--- config.mk ---
export PLATFORM = sky130hd
export DESIGN_NAME = alu_issue_stage
export DESIGN_NICKNAME = d
export VERILOG_FILES = /design/src/rtl/alu_issue_stage.sv
export SDC_FILE = /design/constraint.sdc
export NUM_CORES = 1
export LEC_CHECK = 0
export ABC_AREA = 1
export BUFFER_PORTS_ARGS = -buffer_cell sky130_fd_sc_hd__buf_4
export CAP_MARGIN = 5
export CORE_ASPECT_RATIO = 0.7
export CORE_MARGIN = 5
export CORE_UTILIZATION = 40
export DETAILED_ROUTE_END_ITERATION = 8
export GPL_TIMING_DRIVEN = 0
export PLACE_DENSITY = 0.66
export SYNTH_ARGS = -nofsm -noshare
export SYNTH_HDL_FRONTEND = slang
export SYNTH_SLANG_ARGS = --single-unit
--- constraint.sdc ---
create_clock -name clk -period 1.8 [get_ports clk]
set_input_delay 0.36 -clock clk [delete_from_list [all_inputs] [get_ports clk]]
set_output_delay 0.36 -clock clk [all_outputs]
set_load 0.01 [all_outputs]
--- src/rtl/alu_issue_stage.sv ---
// alu_issue_stage: execute-issue stage feeding the alu.
// Two-entry skid buffer (main + skid) between decode and the alu, so in_ready
// is a pure register output with no combinational path from out_ready.
// Optional writeback forwarding is enabled by defining ALU_ISSUE_FWD_EN;
// without it the wb_* ports are accepted but ignored.
module alu_issue_stage #(
    parameter int unsigned WIDTH      = 32,
    parameter int unsigned REG_ADDR_W = 5
) (
    input  logic                  clk,
    input  logic                  rst_n,
    input  logic                  in_valid,
    output logic                  in_ready,
    input  logic [2:0]            in_aluop,
    input  logic [WIDTH-1:0]      in_rs1_data,
    input  logic [WIDTH-1:0]      in_rs2_data,
    input  logic [WIDTH-1:0]      in_imm,
    input  logic                  in_use_imm,
    input  logic [REG_ADDR_W-1:0] in_rs1_addr,
    input  logic [REG_ADDR_W-1:0] in_rs2_addr,
    input  logic [REG_ADDR_W-1:0] in_rd_addr,
    output logic                  out_valid,
    input  logic                  out_ready,
    output logic [2:0]            aluop,
    output logic [WIDTH-1:0]      a,
    output logic [WIDTH-1:0]      b,
    output logic [REG_ADDR_W-1:0] out_rd_addr,
    input  logic                  wb_valid,
    input  logic [REG_ADDR_W-1:0] wb_rd,
    input  logic [WIDTH-1:0]      wb_data
);

    typedef struct packed {
        logic [2:0]            aluop;
        logic [WIDTH-1:0]      a;
        logic [WIDTH-1:0]      b;
        logic [REG_ADDR_W-1:0] rd;
        logic [REG_ADDR_W-1:0] rs1;
        logic [REG_ADDR_W-1:0] rs2;
        logic                  b_is_reg;
    } slot_t;

    logic  main_valid;
    logic  skid_valid;
    slot_t main_q;
    slot_t skid_q;

    slot_t cap;       // raw capture of the incoming op
    slot_t cap_f;     // capture after forwarding
    slot_t main_f;    // held main slot after writeback snoop
    slot_t skid_f;    // held skid slot after writeback snoop

    logic accept;
    logic transfer;

    assign in_ready    = !skid_valid;
    assign out_valid   = main_valid;
    assign aluop       = main_q.aluop;
    assign a           = main_q.a;
    assign b           = main_q.b;
    assign out_rd_addr = main_q.rd;

    assign accept   = in_valid && in_ready;
    assign transfer = main_valid && out_ready;

    // Build the slot image of the incoming op (operand b selected here)
    always_comb begin
        cap          = '0;
        cap.aluop    = in_aluop;
        cap.a        = in_rs1_data;
        cap.b        = in_use_imm ? in_imm : in_rs2_data;
        cap.rd       = in_rd_addr;
        cap.rs1      = in_rs1_addr;
        cap.rs2      = in_rs2_addr;
        cap.b_is_reg = !in_use_imm;
    end

`ifdef ALU_ISSUE_FWD_EN
    function automatic slot_t snoop(input slot_t s, input logic v,
                                    input logic [REG_ADDR_W-1:0] rd,
                                    input logic [WIDTH-1:0] data);
        slot_t r;
        r = s;
        if (v && (rd != '0)) begin
            if (s.rs1 == rd)
                r.a = data;
            if (s.b_is_reg && (s.rs2 == rd))
                r.b = data;
        end
        return r;
    endfunction

    // Apply this cycle's writeback to the capture and to both held slots;
    // a slot moving skid->main carries its snooped value with it
    always_comb begin
        cap_f  = snoop(cap,    wb_valid, wb_rd, wb_data);
        main_f = snoop(main_q, wb_valid, wb_rd, wb_data);
        skid_f = snoop(skid_q, wb_valid, wb_rd, wb_data);
    end
`else
    logic unused_fwd;
    assign unused_fwd = ^{wb_valid, wb_rd, wb_data,
                          main_q.rs1, main_q.rs2, main_q.b_is_reg};

    // Forwarding disabled: operands never change after capture
    always_comb begin
        cap_f  = cap;
        main_f = main_q;
        skid_f = skid_q;
    end
`endif

    // Main/skid slot update: skid drains into main before new input is taken
    always_ff @(posedge clk or negedge rst_n) begin
        if (!rst_n) begin
            main_valid <= 1'b0;
            skid_valid <= 1'b0;
            main_q     <= '0;
            skid_q     <= '0;
        end else begin
            main_q <= main_f;
            skid_q <= skid_f;
            if (transfer) begin
                if (skid_valid) begin
                    main_q     <= skid_f;
                    skid_valid <= 1'b0;
                end else if (accept) begin
                    main_q <= cap_f;
                end else begin
                    main_valid <= 1'b0;
                end
            end else if (accept) begin
                if (!main_valid) begin
                    main_valid <= 1'b1;
                    main_q     <= cap_f;
                end else begin
                    skid_valid <= 1'b1;
                    skid_q     <= cap_f;
                end
            end
        end
    end

endmodule

Word level (Yosys, flattened, before mapping):

Index checks and enable logic that the tools add are counted.

* bits in registers: 157
* input port bits: 157
* output and inout bits: 74
* logic and storage cells: 41

* multiplexer cells: 13
* eq/ne operators: 3
* bitwise operators: 1
* reduce and logical (&&, ||, !) cells: 11

Operator list (count)
* two-way mux 83 bit: 5
* two-way mux 32 bit: 1
* AND reduction 3 bit: 3
* two-way mux 1 bit: 7
* nonzero test 2 bit: 3
* != test 2 bit, second input constant: 2
* logical AND 1 bit: 2
* logical NOT 1 bit: 2
* != test 2 x 1 -> 1 bit, second input constant: 1
* AND reduction 2 bit: 1
* inverter 1 bit: 1

Longest topological paths before layout:

Gate-level depths: netlist of the first run.

* depth in word-level cells: 5
* gate-level depth with buffers: 10
* mapped depth without buffers: 9

Worst setup path after synthesis of the first run:

No wires, ideal clock.

* path type: flip-flop to flip-flop
* start point: register main_valid, in the netlist out_valid
* end point: register main_q, in the netlist a[10]
* period minus slack after synthesis: 1490 ps
* slack: 310 ps
* library setup time: 65 ps
* required time: 1735 ps
* arrival: 1425 ps
* stages on the path, launching flop included: 9
* path buffers: 1
* path through: dfrtp_1 > nand2_1 > ha_1 > inv_1 > nand2_1 > nor2_4 > buf_2 > nand3_1 > nand2_1

* longest elaborated chain between the ends: 3
* elaborated cells on any way between the ends: 5
* classes of those cells: eq/ne (1); mux (1); reduce/logical (3)

Ends and longest elaborated chain
* from (decl): RTL line 43 `logic main_valid;`
* from (signal assigned): RTL line 116 `main_valid <= 1'b0;`
* from (signal assigned): RTL line 130 `main_valid <= 1'b0;`
* from (signal assigned): RTL line 134 `main_valid <= 1'b1;`
* logical AND 1 bit: RTL line 64 `assign transfer = main_valid && out_ready;`
* != test 2 x 1 -> 1 bit (no line) / nonzero test 2 bit (equally long branches)
* AND reduction 3 bit (no line)
* to (signal assigned): RTL line 121 `main_q <= main_f;`
* to (signal assigned): RTL line 125 `main_q <= skid_f;`
* to (signal assigned): RTL line 128 `main_q <= cap_f;`
* to (decl): RTL line 45 `slot_t main_q;`

Several ways; a longest one is shown, not always the timed one.
A chain may end at the register's enable or synchronous reset.

Final worst setup path of the first run:

* start point: register skid_valid
* end point: register main_q, in the netlist a[13]

* longest elaborated chain between the ends: 4
* elaborated cells on any way between the ends: 7
* classes of those cells: mux (2); reduce/logical (5)

Ends and longest elaborated chain
* from (decl): RTL line 44 `logic skid_valid;`
* from (signal assigned): RTL line 117 `skid_valid <= 1'b0;`
* from (signal assigned): RTL line 126 `skid_valid <= 1'b0;`
* from (signal assigned): RTL line 137 `skid_valid <= 1'b1;`
* logical NOT 1 bit: RTL line 56 `assign in_ready = !skid_valid;`
* logical AND 1 bit: RTL line 63 `assign accept = in_valid && in_ready;`
* nonzero test 2 bit (no line)
* AND reduction 3 bit (no line)

Several ways; a longest one is shown, not always the timed one.

==> reports/metrics.cfg, run 1 <==
[cts]
cts-root-buf=clkbuf_16
cts_made_buffers=17
clk_latency_ps=410
tritoncts=yes
cts_sinks=146
clk_transition_reported_paths_ps=60
clockBufferDepth=2
cts_max_level=4

[route]
vias_per_cell=4.643
wl_mm=19.67
dr_total_vias=6412
drc=0
firstDrtPassIters=5
drtIter0Drc=447
wl_per_cell_microns=14.24
ant_nets=0

[cells_and_area]
final_cells=1381
nets=1295
final_layout_size_suffix_gt1_share_pct=22.61
fillers=1698
final_cell_mix=nand2_1 (395), buf_4 (191), dfrtp_1 (144), inv_1 (119), nand3_1 (104)
area_growth_pct=34.08
n_antenna_cell=0
fin_util_pct=54.92
final_common_cell=nand2_1

[floorplanning]
die_x_microns=168.7
start_util_pct=40.96
core_area_sq_um=17220
fp.dieH_microns=121.1
dieArea_sq_um=20430
ios=231
rows=40

[place]
dp_hpwl_mm=13.89
numPortBuffers=181
gp_congestion=0.8263
dp_cells=1345

[timing]
final.period_utilization_pct=96.15
min_period_ps=1731
rsz0062_at_grt=yes
hold_violations=0
finalMaxSlewViolations=0
finClkSkew_ps=6.305
max_freq_mhz=577.8
fin_setup_tns_ps=0
max_slew_margin_pct=58.97
setup_viol_count_final=0
whs_ps=228.2
tightestPinTransition_ps=615.4

[worst_setup_path]
timing.rr.end=a[13]
path_max_fanout=10
worstPathRequired_ps=2150
critical_path_class=reg2reg
path_cells=nor2_4 > inv_1 > ha_1 > inv_1 > nand2_1 > nor2_4 > buf_4 > buf_6 > nand3_1 > nand2_1
reg2reg_from=skid_valid
cp.arrival_ps=2080
r2r_cells=10
slowest_stage=dfrtp_2
cp-end-kind=flip-flop
crit_path_max_incr_delay_ps=470
startpoint_type=flip-flop
reg2reg_setup_slack_ps=70
crit_end=a[13]
startpoint=skid_valid

[synth]
synthCells=932
yosys.area.top_type=dfrtp_1
synth_cell_types=19
yosys-top-cells-area=dfrtp_1 (52%), nand2_1 (21%), nand3_1 (7.4%)
synth.top_cell.area_share_pct=51.81
avgSynthCellArea_sq_um=7.566
netlist_area_sq_um=7052
ys_ff_latch=146
ys_seq_area_share_pct=51.81
synth_nets=1090
yosys_warnings=0

[power]
power_density_nw_per_um2=1589
power.leakage_nw=5.192
ir_drop_v=0.0006465

[global_route]
first_global_vias=6195
grt_overflow=0
grtUsageMet1_pct=29.35
grt_util_met2_pct=28.15
top_usage_layer=met1
antenna_found_initial=0
grtUsageTotal_pct=19.58
grt_pass1_wl_mm=32.22
grtUsageMet3_pct=5.210
grt_max_degree=82

[run]
drv_cap=0

[status]
status=completed

[hold_path]
worstHoldPathType=in2reg

worst max-delay path: cells and delay by family (launching register included):
family / cells / cell delay (ps)
buffers and inverters: 4 / 440
adder cells (fa/ha/maj): 1 / 240
flip-flops: 1 / 470
AND/OR/NAND/NOR: 5 / 530
Yosys cell counts, drive strengths merged:
master  count
nand3     106
dfrtp     146
o21ai      74
nand2     396
clkbuf     15
buf        35
nor2        5
nor3        1
and2       32
inv       120
a21oi       1
ha          1
cell type report:
type	count	area (sq um)	share of cell area [%]
clock buffers	25	505.5	5.346
clock inverters	7	121.4	1.284
repair buffers	186	1423	15.05
multi-input cells	616	2674	28.28
well taps	231	289.0	3.057
flip-flops and latches	146	3656	38.67
inverters	120	450.4	4.764
plain buffers	50	336.6	3.560
metrics by stage:
stage | power, W | worst slack, ps | instance area (sq um)
3_3_place_gp | 0.01113 | -392.7 | 8700
3_5_place_dp | 0.01125 | -108.0 | 8731
2_1_floorplan | 0.008744 | 310.4 | 7052
4_1_cts | 0.01510 | 2.486 | 9403
5_1_grt | 0.01617 | -22.77 | 9455
6_report | 0.01503 | 69.28 | 9455
routing by layer:
metal  wire length, microns  up-vias  part of all wire, %
li1                       -     3252                    -
met1                   9844     2968                   50
met2                   8403      180                   43
met3                   1268       12                  6.4
met4                    150        0                 0.76
met5                      0        -                    0
power by group:
part	switching [W]	leakage [nW]	total [W]	internal, W
Clock	0.00136	0.296	0.00373	0.00237
Sequential	0.000886	1.81	0.00571	0.00483
Combinational	0.00310	3.08	0.00558	0.00249
state kept, by name, summed over array words and instances (netlist names):
register and flops:
a 32, aluop 3, b 32, out_rd_addr 5, out_valid 1, skid_f 72, skid_valid 1
cells by family after synthesis:
kind of cell / after synthesis / share of synthesized area [%]
and+or+nand+nor: 540 / 32.20
buffers and inverters: 170 / 10.49
DFF: 146 / 51.81
AOI/OAI and AO/OA: 75 / 5.323
adders and majority gates: 1 / 0.1774
worst min-delay path by stage:
stage                 end  cells past startpoint  slack, ps            start
3_3_place_gp        b[29]                      2        460            b[29]
6_report       skid_f[81]                      3        230      in_aluop[1]
2_1_floorplan        a[0]                      0         60            rst_n
4_1_cts        skid_f[50]                      3        210   in_rs1_data[2]
5_1_grt        skid_f[60]                      3        210  in_rs1_data[12]
3_5_place_dp        b[22]                      1        390            rst_n
timing repair:
item | 4_1_cts | 5_1_grt
pin swaps | 1 | 0
hold buffers | 1 | 0
buffers inserted | 3 | 0
endpoints found under the setup margin | 70 | 70
endpoints found under the hold margin | 65 | 0
resized for setup | 5 | 19
Power figures use the tool's default switching activity.
==> inputs of run 2 (changes only) <==
--- a/config.mk
+++ b/config.mk
@@ -5,7 +5,6 @@
 export SDC_FILE = /design/constraint.sdc
 export NUM_CORES = 1
 export LEC_CHECK = 0
-export ABC_AREA = 1
 export BUFFER_PORTS_ARGS = -buffer_cell sky130_fd_sc_hd__buf_4
 export CAP_MARGIN = 5
 export CORE_ASPECT_RATIO = 0.7
@@ -13,7 +12,7 @@
 export CORE_UTILIZATION = 40
 export DETAILED_ROUTE_END_ITERATION = 8
 export GPL_TIMING_DRIVEN = 0
-export PLACE_DENSITY = 0.66
+export PLACE_DENSITY = 0.65
 export SYNTH_ARGS = -nofsm -noshare
 export SYNTH_HDL_FRONTEND = slang
 export SYNTH_SLANG_ARGS = --single-unit
==> reports/metrics.cfg, run 2 <==
[place]
dp_hpwl_mm=11.49
gp_congestion=0.7592
numPortBuffers=181
dp_cells=881
place_area_sq_um=8772

[route]
dr_total_vias=4431
vias_per_cell=4.795
firstDrtPassIters=6
wl_mm=16.23
wl_per_cell_microns=17.57
ant_nets=0
drc=0
drtIter0Drc=126

[cells_and_area]
area_growth_pct=35.47
largest_register_ffs=72
final_cells=924
final_common_cell=buf_4
stdcell_area_sq_um=9609
final_cell_mix=buf_4 (189), dfrtp_1 (144), mux2_2 (113), mux2_4 (70), mux2i_1 (64)
nets=839
n_antenna_cell=0
final_layout_size_suffix_gt1_share_pct=63.64

[synth]
synth_cell_types=19
netlist_area_sq_um=7093
yosys_warnings=0
yosys-top-cells-count=dfrtp_1 (146), mux2_2 (113), mux2_4 (70)
ys_seq_area_share_pct=51.51
yosys-top-cells-area=dfrtp_1 (52%), mux2_2 (18%), mux2_4 (15%)
synthCells=468
ys_ff_latch=146
yosys.area.top_type=dfrtp_1
async_flop_share_pct=100.0
synth_flop_cell=dfrtp_1
avgSynthCellArea_sq_um=15.16
yosysMostFrequentCell=dfrtp_1
synth_edf_count=0
synth.top_cell.area_share_pct=51.51
synth_nets=626

[floorplanning]
fp.dieH_microns=121.4
rows=40
start_util_pct=41.08
core_area_sq_um=17270
ios=231
die_x_microns=169.2
dieArea_sq_um=20540

[global_route]
grtUsageTotal_pct=15.78
grt_pass1_wl_mm=25.58
grt_max_degree=80
first_global_vias=4867
grt_overflow=0
antenna_found_initial=0

[worst_setup_path]
r2r_cells=8
reg2reg_from=skid_valid
worstPathRequired_ps=2100
reg2reg_setup_slack_ps=50
cp.arrival_ps=2050
critical_path_class=reg2reg
path_max_fanout=5
startpoint_type=flip-flop
timing.rr.end=a[12]
cp-end-kind=flip-flop

[hold_path]
min_path_cells=2
hold_end=skid_f[64]
worstHoldPathType=in2reg
worstHoldStart=in_rs1_data[16]

[timing]
whs_ps=186.2
max_freq_mhz=571.8
finalMaxSlewViolations=0
min_period_ps=1749
max_slew_margin_pct=57.73
tightestPinTransition_ps=634.1
setup_viol_count_final=0
hold_violations=0
final.period_utilization_pct=97.17
finClkSkew_ps=6.581

[cts]
cts_sinks=146
cts_made_buffers=17
tritoncts=yes
clk_transition_reported_paths_ps=60
clk_latency_ps=410
cts_max_level=4
clockBufferDepth=2
cts-root-buf=clkbuf_16

[power]
ir_drop_v=0.0007149
power.leakage_nw=4.798
power_density_nw_per_um2=1687

[run]
drv_cap=0

[status]
status=completed

-- run 2: changes by cell type after synthesis, moves of 39 or more --
cell | previous run | this run
o21ai_0 | 42 | 3
mux2_2 | 0 | 113
inv_1 | 119 | 34
mux2i_1 | 0 | 64
mux2_4 | 0 | 70
nand2_1 | 396 | 2
nand3_1 | 104 | 0
-- run 2: stage by stage --
stage / total power, W / setup slack, ps / util, % / setup TNS (ps)
after floorplan: 0.009742 / 14.34 / - / 0
after global placement: 0.01196 / -278.4 / 50.62 / -41500
after detailed placement: 0.01225 / -140.9 / 50.80 / -5174
after CTS: 0.01632 / 27.58 / 55.32 / 0
after global routing: 0.01716 / -5.501 / 55.65 / -9.740
final: 0.01621 / 51.02 / 55.65 / 0
-- run 2: where the power goes --
| group | total, W | switching [W] | internal, W |
|---|---|---|---|
| clock network | 0.00362 | 0.00141 | 0.00222 |
| registers | 0.00595 | 0.000958 | 0.00499 |
| logic | 0.00664 | 0.00253 | 0.00411 |
| total | 0.0162 | 0.00489 | 0.0113 |
-- run 2: worst max-delay path: stages, from the launching register on --
cell and delay, ps:
dfrtp_2 410, inv_2 70, nand2_2 70, ha_4 170, nor3_2 90, buf_4 150
buf_6 110, bufbuf_16 260, mux2_4 290
-- run 2: logic make-up (layout without fill, tap and decap cells) --
kind of cell	Yosys count	count (layout)	synth area share, %
AO/OA/AOI/OAI	5	5	0.3880
multiplexers	247	247	41.79
flip-flops	146	146	51.51
adder cells (fa/ha/maj)	1	1	0.1764
buffers and inverters	61	286	5.345
AND/OR/NAND/NOR	8	8	0.7939
-- run 2: area by class of cell --
type / count / area (sq um)
buffer: 27 / 292.8
clock buffer: 19 / 442.9
clock inverter: 12 / 156.4
fill: 1453 / 7657
inverter: 34 / 127.6
multi-input combinational: 261 / 3083
sequential: 146 / 3656
tap: 231 / 289.0
timing repair buffer: 194 / 1562
-- run 2: worst max path at each step --
stage | startpoint | endpoint | slack, ps | cells after the start
after global placement | rst_n | b[19] | -280 | 1
after floorplan | skid_valid | a[2] | 10 | 7
after global routing | skid_valid | aluop[2] | -6 | 9
after detailed placement | skid_valid | a[2] | -140 | 7
final | skid_valid | a[12] | 50 | 8
after CTS | skid_valid | a[17] | 30 | 8
-- run 2: timing repair --
action	in CTS	in global routing
cloned	2	1
gates resized for setup	12	9
setup endpoints to repair	69	47
pin swaps	1	0
hold buffers	1	0
setup buffers	7	2
hold endpoints to repair	67	0
-- run 2: metal layers --
layer | GRT usage (%) | vias up | part of all wire (%)
li1 | - | 2064 | -
met4 | 5.229 | 0 | 1.2
met2 | 25.10 | 120 | 48
met5 | 0 | - | 0
met3 | 4.656 | 20 | 5.6
met1 | 20.71 | 2227 | 45
==> inputs of run 3 (changes only) <==
--- a/config.mk
+++ b/config.mk
@@ -12,7 +12,7 @@
 export CORE_UTILIZATION = 40
 export DETAILED_ROUTE_END_ITERATION = 8
 export GPL_TIMING_DRIVEN = 0
-export PLACE_DENSITY = 0.65
+export PLACE_DENSITY = 0.68
 export SYNTH_ARGS = -nofsm -noshare
 export SYNTH_HDL_FRONTEND = slang
 export SYNTH_SLANG_ARGS = --single-unit
==> constraint.sdc (replaced) <==
create_clock -name clk -period 1.5 [get_ports clk]
set_input_delay 0.3 -clock clk [delete_from_list [all_inputs] [get_ports clk]]
set_output_delay 0.3 -clock clk [all_outputs]
set_load 0.01 [all_outputs]
==> reports/metrics.cfg, run 3 (synthesis gave the netlist of run 2 again) <==
[status]
status=finished, violations left
violations=negative setup slack

[timing]
finClkSkew_ps=7.423
tightestPinTransition_ps=650.1
max_freq_mhz=589.1
final.period_utilization_pct=113.2
whs_ps=125.1
finalMaxSlewViolations=0
min_period_ps=1698
max_slew_margin_pct=56.66
setup_viol_count_final=142
rsz0062_at_grt=yes
timing.final.ws_setup_ps=-197.6
hold_violations=0

[global_route]
first_global_vias=4981
grt_max_degree=78
antenna_found_initial=0
grtUsageTotal_pct=16.30
grt_overflow=0
grt_pass1_wl_mm=26.53

[cts]
cts_sinks=146
cts_max_level=4
clockBufferDepth=2
tritoncts=yes
clk_transition_reported_paths_ps=60
clk_latency_ps=410
cts-root-buf=clkbuf_16
cts_made_buffers=17

[route]
wl_met3_microns=827
dr_total_vias=4495
highest_layer=met4
drtIter0Drc=163
firstDrtPassIters=4
routed-wl-met2_mm=7.962
wl_per_cell_microns=18.05
vias_per_cell=4.807
wl_met1_mm=7.713
drc=0
wl_mm=16.88
ant_nets=0

[floorplanning]
core_area_sq_um=17270
start_util_pct=41.08
dieArea_sq_um=20540
ios=231
die_x_microns=169.2
rows=40
fp.dieH_microns=121.4

[worst_setup_path]
reg2reg_setup_slack_ps=-200
path_delay_family=buffers and inverters
crit_end=a[18]
path_cells=inv_2 > nand2_2 > ha_4 > nor3_4 > buf_6 > buf_6 > clkbuf_16 > mux2_4
worstPathRequired_ps=1800
crit_buf_inv=4
critical_path_class=reg2reg
crit_path_max_incr_delay_ps=430
r2r_cells=8
path_max_fanout=5
cpMostUsedCell=buf_6
startpoint_type=flip-flop
cp-end-kind=flip-flop
reg2reg_from=skid_valid
crit_cells=8
startpoint=skid_valid
slowest_stage=dfrtp_2
cp.arrival_ps=1990
timing.rr.end=a[18]

[power]
power_density_nw_per_um2=2036
ir_drop_v=0.0008091
fin_total_pwr_w=0.02067
power.leakage_nw=5.144

[place]
numPortBuffers=181
dp_hpwl_mm=11.45
gp_congestion=0.7641
pre_cts_slack_ps=-263.6

[cells_and_area]
final_layout_size_suffix_gt1_share_pct=64.20
final_cell_mix=buf_4 (190), dfrtp_1 (144), mux2_4 (136), mux2i_1 (64), mux2_2 (47)
n_antenna_cell=0
final_common_cell=buf_4
largest_register_ffs=72
area_growth_pct=43.13
nets=849

[hold_path]
min_path_cells=2
worstHoldPathType=in2reg

[run]
drv_cap=0

run 3: cell count changes in the layout (fill, tap and decap cells not counted), sizes merged:
cell      change
buf           +8
bufbuf        -1
clkbuf        +2
clkinv        +3
clkinvlp      -2
inv           +1
run 3: stage by stage:
| step | cells | TNS, ps | util (%) | instance area [sq um] |
|---|---|---|---|---|
| final | 935 | -12400 | 58.80 | 10150 |
| after global routing | 935 | -19430 | 58.80 | 10150 |
| after CTS | 929 | -14460 | 57.59 | 9945 |
| after detailed placement | 881 | -22790 | 51.05 | 8815 |
| after global placement | 880 | -88380 | 50.87 | 8783 |
| after floorplan | 468 | -4165 | - | 7136 |
run 3: timing repair:
action,CTS,global route
setup endpoints to repair,140,164
resized for setup,80,29
hold buffers,1,0
gates cloned,2,3
setup buffers,13,3
hold endpoints to repair,76,0
run 3: final cells by class:
type                    instances  area, sq um
flip-flops and latches        146         3656
fillers                      1368         7114
clock buffers                  18        429.2
repair buffers                204         1707
clock inverters                14        177.7
well taps                     231        289.0
multi-input cells             261         3337
plain buffers                  27        429.2
inverters                      34        127.6
run 3: routing by layer:
| layer | vias up | global-route usage, % |
|---|---|---|
| li1 | 2093 | - |
| met1 | 2266 | 21.06 |
| met2 | 112 | 26.47 |
| met3 | 24 | 4.070 |
| met4 | 0 | 6.285 |
| met5 | - | 0 |
run 3: how the worst min path moves through the flow:
stage / startpoint / endpoint
after floorplan: rst_n / a[0]
after global placement: skid_f[50] / skid_f[50]
after detailed placement: rst_n / a[22]
after CTS: out_ready / skid_valid
after global routing: in_rs1_data[15] / skid_f[63]
final: in_rs1_data[22] / skid_f[70]
run 3: power breakdown:
group	internal, W	switching (W)
registers	0.00599	0.00120
logic	0.00586	0.00322
clock network	0.00265	0.00175
total	0.0145	0.00617
